<file path="config.mk">
export PLATFORM = sky130hd
export DESIGN_NAME = mux_arb_nto1
export DESIGN_NICKNAME = d
export VERILOG_FILES = /design/src/rtl/mux_arb_nto1.sv
export SDC_FILE = /design/constraint.sdc
export NUM_CORES = 1
export LEC_CHECK = 0
export CAP_MARGIN = 20
export CORE_UTILIZATION = 37
export CTS_CLUSTER_SIZE = 12
export DETAILED_ROUTE_END_ITERATION = 10
export PLACE_DENSITY = 0.9
export SLEW_MARGIN = 20
export SYNTH_ARGS = -nofsm -noshare
export SYNTH_HDL_FRONTEND = slang
export SYNTH_SLANG_ARGS = --single-unit
</file>
<file path="constraint.sdc">
create_clock -name clk -period 2.71 [get_ports clk]
set_input_delay 0.4065 -clock clk [delete_from_list [all_inputs] [get_ports clk]]
set_output_delay 0.4065 -clock clk [all_outputs]
set_load 0.005 [all_outputs]
</file>
<file path="src/rtl/mux_arb_nto1.sv">
// mux_arb_nto1 - N:1 data multiplexer with round-robin arbitration and a
// one-entry registered output stage using valid/ready handshakes.
//
// Parameters:
//   WIDTH  data bits per channel
//   N      number of input channels (>=2)
//   SELW   channel index width, derived from N
//
// Ports:
//   clk, rst    clock, asynchronous active-high reset
//   in_data     packed channel data, channel i at [i*WIDTH +: WIDTH]
//   in_valid    per-channel valid
//   in_ready    per-channel ready (one-hot or zero)
//   in_last     end-of-packet flags (only with MUX_ARB_LOCK_EN)
//   out_data    held beat
//   out_sel     channel index that supplied out_data
//   out_valid   output register holds a beat
//   out_ready   consumer takes the beat this cycle
//
// Build option: define MUX_ARB_LOCK_EN to keep the grant on one channel
// until it transfers a beat with in_last set.
module mux_arb_nto1 #(
  parameter  int unsigned WIDTH = 8,
  parameter  int unsigned N     = 4,
  localparam int unsigned SELW  = $clog2(N)
) (
  input  logic                 clk,
  input  logic                 rst,
  input  logic [N*WIDTH-1:0]   in_data,
  input  logic [N-1:0]         in_valid,
`ifdef MUX_ARB_LOCK_EN
  input  logic [N-1:0]         in_last,
`endif
  output logic [N-1:0]         in_ready,
  output logic [WIDTH-1:0]     out_data,
  output logic [SELW-1:0]      out_sel,
  output logic                 out_valid,
  input  logic                 out_ready
);

  logic [SELW-1:0]  ptr;
  logic [SELW-1:0]  ptr_next;
  logic [SELW-1:0]  grant_idx;
  logic             grant_hit;
  logic             open;
  logic             xfer;
  logic [WIDTH-1:0] grant_data;

`ifdef MUX_ARB_LOCK_EN
  typedef enum logic {ARB_FREE, ARB_LOCKED} lock_state_t;
  lock_state_t     lock_state, lock_state_next;
  logic [SELW-1:0] lock_sel;
`endif

  always_comb begin
    int unsigned idx;
    idx       = 0;
    open      = !out_valid || out_ready;
    grant_hit = 1'b0;
    grant_idx = '0;
    // Rotating scan starting at ptr; the index is reduced by hand so that
    // non-power-of-2 N wraps correctly.
    for (int unsigned k = 0; k < N; k++) begin
      idx = 32'(ptr) + k;
      if (idx >= N) idx = idx - N;
      if (!grant_hit && in_valid[idx]) begin
        grant_hit = 1'b1;
        grant_idx = SELW'(idx);
      end
    end
`ifdef MUX_ARB_LOCK_EN
    if (lock_state == ARB_LOCKED) begin
      grant_hit = in_valid[lock_sel];
      grant_idx = lock_sel;
    end
`endif
    // Gate with rst so ready stays low while reset is held.
    xfer     = open && grant_hit && !rst;
    in_ready = '0;
    if (xfer) in_ready[grant_idx] = 1'b1;

    grant_data = '0;
    for (int unsigned i = 0; i < N; i++) begin
      if (grant_idx == SELW'(i)) grant_data = in_data[i*WIDTH +: WIDTH];
    end

    ptr_next = (grant_idx == SELW'(N - 1)) ? '0 : grant_idx + 1'b1;
  end

  always_ff @(posedge clk or posedge rst) begin
    if (rst) begin
      out_valid <= 1'b0;
      out_data  <= '0;
      out_sel   <= '0;
      ptr       <= '0;
    end else if (xfer) begin
      out_valid <= 1'b1;
      out_data  <= grant_data;
      out_sel   <= grant_idx;
`ifdef MUX_ARB_LOCK_EN
      // Pointer only moves when a packet ends.
      if (in_last[grant_idx]) ptr <= ptr_next;
`else
      ptr <= ptr_next;
`endif
    end else if (out_ready) begin
      out_valid <= 1'b0;
    end
  end

`ifdef MUX_ARB_LOCK_EN
  always_comb begin
    lock_state_next = lock_state;
    if (xfer) lock_state_next = in_last[grant_idx] ? ARB_FREE : ARB_LOCKED;
  end

  always_ff @(posedge clk or posedge rst) begin
    if (rst) begin
      lock_state <= ARB_FREE;
      lock_sel   <= '0;
    end else begin
      lock_state <= lock_state_next;
      if (xfer) lock_sel <= grant_idx;
    end
  end
`endif

endmodule

</file>
==> parameters.txt, run 1 <==
Parameter                              Value

Logic synthesis
  Number of distinct standard cells referenced by the synthesized netlist    30
  Cell Area, Synth    925 um^2
  Number of synthesized register bits    13
  Number of warning messages in the yosys log    0
  Syn_nets    about 150
  Sequential area share after synthesis    0.352
  Proportion of synthesized flip-flops having asynchronous set or reset    1.00
  Portion of synthesized cell area occupied by the leading cell type    0.352
  Synth area leader    sky130_fd_sc_hd__dfrtp_1
  Average instance area after synthesis    8.98 um^2
  Cell count after synthesis    103
  Number of flops mapped to enable cells by yosys    0
  Cell types occupying the most area after synthesis    sky130_fd_sc_hd__dfrtp_1, sky130_fd_sc_hd__a211o_1, sky130_fd_sc_hd__a221oi_1
  Commonest register cell after synthesis    sky130_fd_sc_hd__dfrtp_1

Die
  DIE HEIGHT    52.0 um
  Initial core utilization    0.406
  Core ar.    2280 um^2
  Horiz. Die Dim    52.0 um
  Overall die area    about 2700 um^2
  Floorplan row count    17
  Top Ports    54

Power and ir drop
  Power Dens Cells    798 nW/um^2
  Static leakage    between 0.7 and 0.8 nW
  Post-layout total power    1.30 mW
  Highest ir drop seen on vdd    0.000529 V

Route
  Wire length after detailed routing    2840 um
  Via count normalized by instance count    about 5.3
  Wirelength per Cell    14.3 um
  DRC Markers    0
  Residual antenna-violating net count after detailed routing    0
  Detailed-route via count    approximately 1000
  Iteration-0 DRC count of the detailed router    17
  Detailed Routing Iterations Pass 1    4

Global routing
  Via count of the first global-routing pass    1035
  Total global routing track utilization    0.221
  Pin count of the biggest net entering global routing    18
  Wire length of the first global-routing pass    4380 um
  Total overflow reported by the global router    0
  Number of antenna violations at the first check in global routing    0

Timing
  Slew margin rel.    0.669
  FMAX    0.366 GHz
  Setup Skew    0.00198 ns
  Worst-margin pin slew    slightly below 0.5 ns
  Count of pins over their slew limit    0
  Setup repair after global routing missed its margin    yes
  Number of hold-slack violations in the final timing report    0
  Final critical-path required period    2.73 ns
  Final worst hold slack    0.527 ns
  Share of the clock period used by the worst path    1.01
  Final worst slack    -0.0231 ns
  Setup Viol. Count Final    1

Layout
  Area of all sequential standard cells    325 um^2
  Total number of nets in the final design    214
  Total area of multi-input combinational cells    534 um^2
  Number of standard cells in the final layout excluding fillers    198
  Commonest cells after routing, fill and taps aside    sky130_fd_sc_hd__clkdlybuf4s50_1, sky130_fd_sc_hd__buf_4, sky130_fd_sc_hd__dfrtp_1
  Number of antenna diodes    0
  Most common cell after layout, fill and taps aside    sky130_fd_sc_hd__clkdlybuf4s50_1
  Finished Core Util    0.715
  Area growth from synthesis to layout    76.0%
  Fraction of final layout cells sized beyond drive strength 1    0.194
  Number of fillers in the final layout    164

Outcome
  Violated checks    setup timing
  Status    finished, violations left

Place
  RePlAce Congestion    0.737
  Detail Placement HPWL    2060 um
  Buffers added on ports    53
  Cell count after placement    between 150 and 200

CTS
  Sinks on the clock net    13
  Number of levels the H-tree was split into    1
  Number of buffers inserted by hold repair at cts    0
  CTS root buf    sky130_fd_sc_hd__clkbuf_4
  Clock latency of the later-clocked register in the worst-skew pair    0.27 ns
  Number of buffers on the longest clock path    2
  CTS clock-pin slew for the worst setup and hold paths    about 0.08 ns
  CTS tree    built
  Clock buffer count from CTS    3

Worst setup path
  Data required time of the critical path    2.30 ns
  Kind of start point of the critical path    input pin
  Critical path endpoint category    output port
  Arrival time reported for the critical path endpoint    2.33 ns
  Kind of critical path    in2out
  Crit path max fanout    4

Flow run
  Number of violations of the max-capacitance limit    0

Worst hold path
  Kind of path behind the tightest hold check    reg2reg
synthesized netlist by cell type (2+ instances only):
master and number:
sky130_fd_sc_hd__a211o_1 7, sky130_fd_sc_hd__a21oi_1 6, sky130_fd_sc_hd__a221oi_1 7, sky130_fd_sc_hd__a31oi_1 7
sky130_fd_sc_hd__and2_1 4, sky130_fd_sc_hd__buf_2 3, sky130_fd_sc_hd__dfrtp_1 13, sky130_fd_sc_hd__ha_1 4
sky130_fd_sc_hd__inv_1 12, sky130_fd_sc_hd__mux2_2 2, sky130_fd_sc_hd__nand2_1 8, sky130_fd_sc_hd__nand2b_1 3
sky130_fd_sc_hd__nor2_1 9, sky130_fd_sc_hd__nor3_4 2
final cells by class:
class	count	share of cell area
flip-flops and latches	13	0.200
repair buffers	70	0.407
inverters	12	0.0277
well taps	28	0.0215
clock buffers	4	0.0161
multi-input cells	71	0.328
worst max-delay path, stage by stage:
cell and delay [ns]:
sky130_fd_sc_hd__dlygate4sd2_1 0.29, sky130_fd_sc_hd__and2b_2 0.23, sky130_fd_sc_hd__o21a_1 0.22, sky130_fd_sc_hd__nor3_4 0.30, sky130_fd_sc_hd__ha_1 0.23, sky130_fd_sc_hd__and2_1 0.14
sky130_fd_sc_hd__clkdlybuf4s50_1 0.51
report_power, final:
group | switching, mW | internal (mW)
registers | 0.0588 | 0.282
logic | 0.352 | 0.486
clock network | 0.0641 | 0.0569
stage by stage:
step	instance area, um^2	setup TNS [ns]	worst slack [ns]
floorplan	925	0	0.526
global placement	1530	-0.164	-0.0547
detailed placement	1530	-0.552	-0.114
CTS	1580	-0.0177	-0.0177
global route	1630	-0.0892	-0.0892
finish	1630	-0.0231	-0.0231
logic make-up (layout without fill, tap and decap cells):
logic type / after synthesis / after routing / synth area share
fa+ha+maj: 4 / 4 / 0.0541
mux: 3 / 3 / 0.0406
flops: 13 / 13 / 0.352
compound gates: 33 / 33 / 0.260
buf+inv: 19 / 86 / 0.0947
simple gates: 31 / 31 / 0.199
per-layer routing:
layer,vias up,global-route usage,wire length [um]
met1,485,0.254,1120
met2,50,0.378,1420
li1,500,-,-
met5,-,0,0
met3,6,0.0673,254
met4,0,0.0901,45
sequential cells by signal, summed over array words and instances, names as in the netlist:
signal     cells
out_sel        2
out_data       8
out_valid      1
ptr            2
final timing paths:
check                           slack [ns]  cells after the start                       to                   start
min in group asynchronous             0.58                      2   out_sel[1]$_DFFE_PP0P_                     rst
worst max register to register        0.29                     11  out_data[3]$_DFFE_PP0P_      ptr[0]$_DFFE_PP0P_
max in group asynchronous             1.79                      2  out_data[2]$_DFFE_PP0P_                     rst
worst max-delay path                 -0.02                      7              in_ready[3]             in_valid[2]
worst min register to register        0.53                      1   out_sel[1]$_DFFE_PP0P_  out_sel[1]$_DFFE_PP0P_
worst min-delay path                  0.53                      1   out_sel[1]$_DFFE_PP0P_  out_sel[1]$_DFFE_PP0P_
timing repair:
item / CTS / global route
gates resized for setup: 3 / 10
pin swaps: 2 / 2
setup endpoints to repair: 4 / 4
setup buffers: 3 / 3
Power figures use the tool's default switching activity.
==> run 2, diff against run 1 <==
--- a/config.mk
+++ b/config.mk
@@ -9,6 +9,7 @@
 export CORE_UTILIZATION = 37
 export CTS_CLUSTER_SIZE = 12
 export DETAILED_ROUTE_END_ITERATION = 10
+export MAX_ROUTING_LAYER = met4
 export PLACE_DENSITY = 0.9
 export SLEW_MARGIN = 20
 export SYNTH_ARGS = -nofsm -noshare
==> parameters.txt, run 2 (synthesized netlist as in run 1, its figures left out) <==
Parameter                              Value

Outcome
  Status    finished, violations left
  Violated checks    setup timing

Power and ir drop
  Post-layout total power    1.30 mW (about the same)
  Power Dens Cells    798 nW/um^2 (about the same)
  Highest ir drop seen on vdd    0.000530 V (+0.13%)
  Static leakage    0.760 nW (unchanged)

Worst setup path
  Buffers plus inverters on the worst setup path    2 (unchanged)
  Crit path max fanout    4 (unchanged)
  Cells on worst reg2reg path    11 (unchanged)
  Critical path endpoint category    output port
  Arrival time reported for the critical path endpoint    2.33 ns (about the same)
  Data required time of the critical path    2.30 ns (about the same)
  CP Cell Sequence    dlygate4sd2_1 -> and2b_2 -> o21a_1 -> nor3_4 -> ha_1 -> and2_1 -> clkdlybuf4s50_1
  Slowest library cell on the worst path    sky130_fd_sc_hd__clkdlybuf4s50_1
  Kind of cell with the highest combined delay on the critical path    buffers and inverters
  Launch instance of the worst register-to-register path    ptr[0]$_DFFE_PP0P_
  Number of logic stages on the critical path including buffering    7 (unchanged)
  Launching element of the worst setup path    in_valid[2]
  Kind of critical path    in2out
  Largest incremental delay on the critical path    0.51 ns (about the same)
  Kind of start point of the critical path    input pin

CTS
  Clock latency of the later-clocked register in the worst-skew pair    0.27 ns (about the same)
  CTS tree    built
  Number of levels the H-tree was split into    1 (unchanged)
  CTS clock-pin slew for the worst setup and hold paths    0.08 ns (about the same)
  Clock buffer count from CTS    3 (unchanged)
  Number of buffers on the longest clock path    2 (unchanged)
  Sinks on the clock net    13 (unchanged)
  Number of buffers inserted by hold repair at cts    0 (unchanged)
  CTS root buf    sky130_fd_sc_hd__clkbuf_4

Global routing
  Via count of the first global-routing pass    1041 (+0.58%)
  Wire length of the first global-routing pass    4330 um (-1.1%)
  Number of antenna violations at the first check in global routing    0 (unchanged)
  Total global routing track utilization    0.225 (+0.00398)
  Pin count of the biggest net entering global routing    18 (unchanged)
  Total overflow reported by the global router    0 (unchanged)

Route
  Wirelength per Cell    14.3 um (-0.42%)
  Iteration-0 DRC count of the detailed router    15 (-2)
  Residual antenna-violating net count after detailed routing    0 (unchanged)
  Detailed-route via count    1044 (+0.29%)
  Via count normalized by instance count    5.27 (+0.29%)
  Detailed Routing Iterations Pass 1    4 (unchanged)
  Wire length after detailed routing    2820 um (-0.42%)
  DRC Markers    0 (unchanged)

Layout
  Cell area after layout    1630 um^2 (unchanged)
  Area growth from synthesis to layout    76.0% (unchanged)
  Fraction of final layout cells sized beyond drive strength 1    0.194 (unchanged)
  Flip-flop count of the largest register, all copies and words added    8 (unchanged)
  Commonest cells after routing, fill and taps aside    sky130_fd_sc_hd__clkdlybuf4s50_1, sky130_fd_sc_hd__buf_4, sky130_fd_sc_hd__dfrtp_1
  Largest register by flop count    out_data
  Finished Core Util    0.715 (unchanged)
  Most common cell after layout, fill and taps aside    sky130_fd_sc_hd__clkdlybuf4s50_1
  Total number of nets in the final design    214 (unchanged)
  Largest registers    out_data (8), out_sel (2), ptr (2)
  Number of antenna diodes    0 (unchanged)

Die
  Overall die area    2700 um^2 (unchanged)
  Floorplan row count    17 (unchanged)
  Horiz. Die Dim    52.0 um (unchanged)
  Initial core utilization    0.406 (unchanged)
  Core ar.    2280 um^2 (unchanged)
  Top Ports    54 (unchanged)
  DIE HEIGHT    52.0 um (unchanged)

Timing
  Slew margin rel.    0.669 (about the same)
  Number of hold-slack violations in the final timing report    0 (unchanged)
  Final worst slack    -0.0230 ns (+0.0000866 ns)
  FMAX    0.366 GHz (about the same)
  Share of the clock period used by the worst path    1.01 (about the same)
  Worst-margin pin slew    0.495 ns (-0.000438 ns)
  Setup Viol. Count Final    1 (unchanged)
  Setup Skew    0.00225 ns (+0.000272 ns)
  Setup repair after global routing missed its margin    yes
  Count of pins over their slew limit    0 (unchanged)
  Final critical-path required period    2.73 ns (-0.0000866 ns)

Flow run
  Number of violations of the max-capacitance limit    0 (unchanged)

Worst hold path
  Kind of path behind the tightest hold check    reg2reg
  Startpoint of the tightest hold check path    out_sel[1]$_DFFE_PP0P_
  Cells on Worst Hold Path    1 (unchanged)

Place
  RePlAce Congestion    0.746 (+1.2%)
  Placement-stage worst setup slack    -0.114 ns (unchanged)
  Post-place instance area    1530 um^2 (unchanged)
  Detail Placement HPWL    2060 um (unchanged)
  Buffers added on ports    53 (unchanged)
==> run 2: cell counts in the layout (fill, tap and decap cells not counted) <==
No cell type changed its count.
==> run 2: routing by layer <==
metal	GRT usage	routed length [um]	part of all wire	vias to the layer above
met3	0.0614	240	0.085	9
met5	-	0	0	-
met4	0.0946	48	0.017	0
met2	0.376	1410	0.50	49
met1	0.252	1120	0.40	486
li1	-	-	-	500
==> run 2: metrics by stage <==
stage | std cells | setup TNS (ns) | hold slack, ns
floorplan | 103 | 0 | 0.283
global placement | 188 | -0.164 | 0.509
detailed placement | 188 | -0.552 | 0.511
CTS | 195 | -0.0177 | 0.535
global route | 198 | -0.0892 | 0.559
finish | 198 | -0.0230 | 0.527
==> run 2: cell type report <==
type,instances,area (um^2)
Timing Repair Buffer,70,662
Fill cell,164,648
Multi-Input combinational cell,71,534
Sequential cell,13,325
Inverter,12,45.0
Tap cell,28,35.0
Clock buffer,4,26.3
==> run 2: path summary, 6_finish.rpt <==
| check | endpoint | slack (ns) |
|---|---|---|
| worst min register to register | out_sel[1]$_DFFE_PP0P_ | 0.53 |
| max in group asynchronous | out_data[2]$_DFFE_PP0P_ | 1.79 |
| min in group asynchronous | out_sel[1]$_DFFE_PP0P_ | 0.58 |
| worst min-delay path | out_sel[1]$_DFFE_PP0P_ | 0.53 |
| worst max-delay path | in_ready[3] | -0.02 |
| worst max register to register | out_data[3]$_DFFE_PP0P_ | 0.29 |
==> run 2: timing repair <==
| action | in CTS | in global routing |
|---|---|---|
| endpoints found under the setup margin | 4 | 4 |
| resized for setup | 3 | 10 |
| buffers inserted | 3 | 3 |
| pin swaps | 2 | 2 |
==> run 2: report_power, final <==
group / total [mW] / internal [mW] / switching, mW
sequential: 0.340 / 0.282 / 0.0584
combinational: 0.837 / 0.486 / 0.351
clock: 0.121 / 0.0569 / 0.0644
total: 1.30 / 0.825 / 0.474
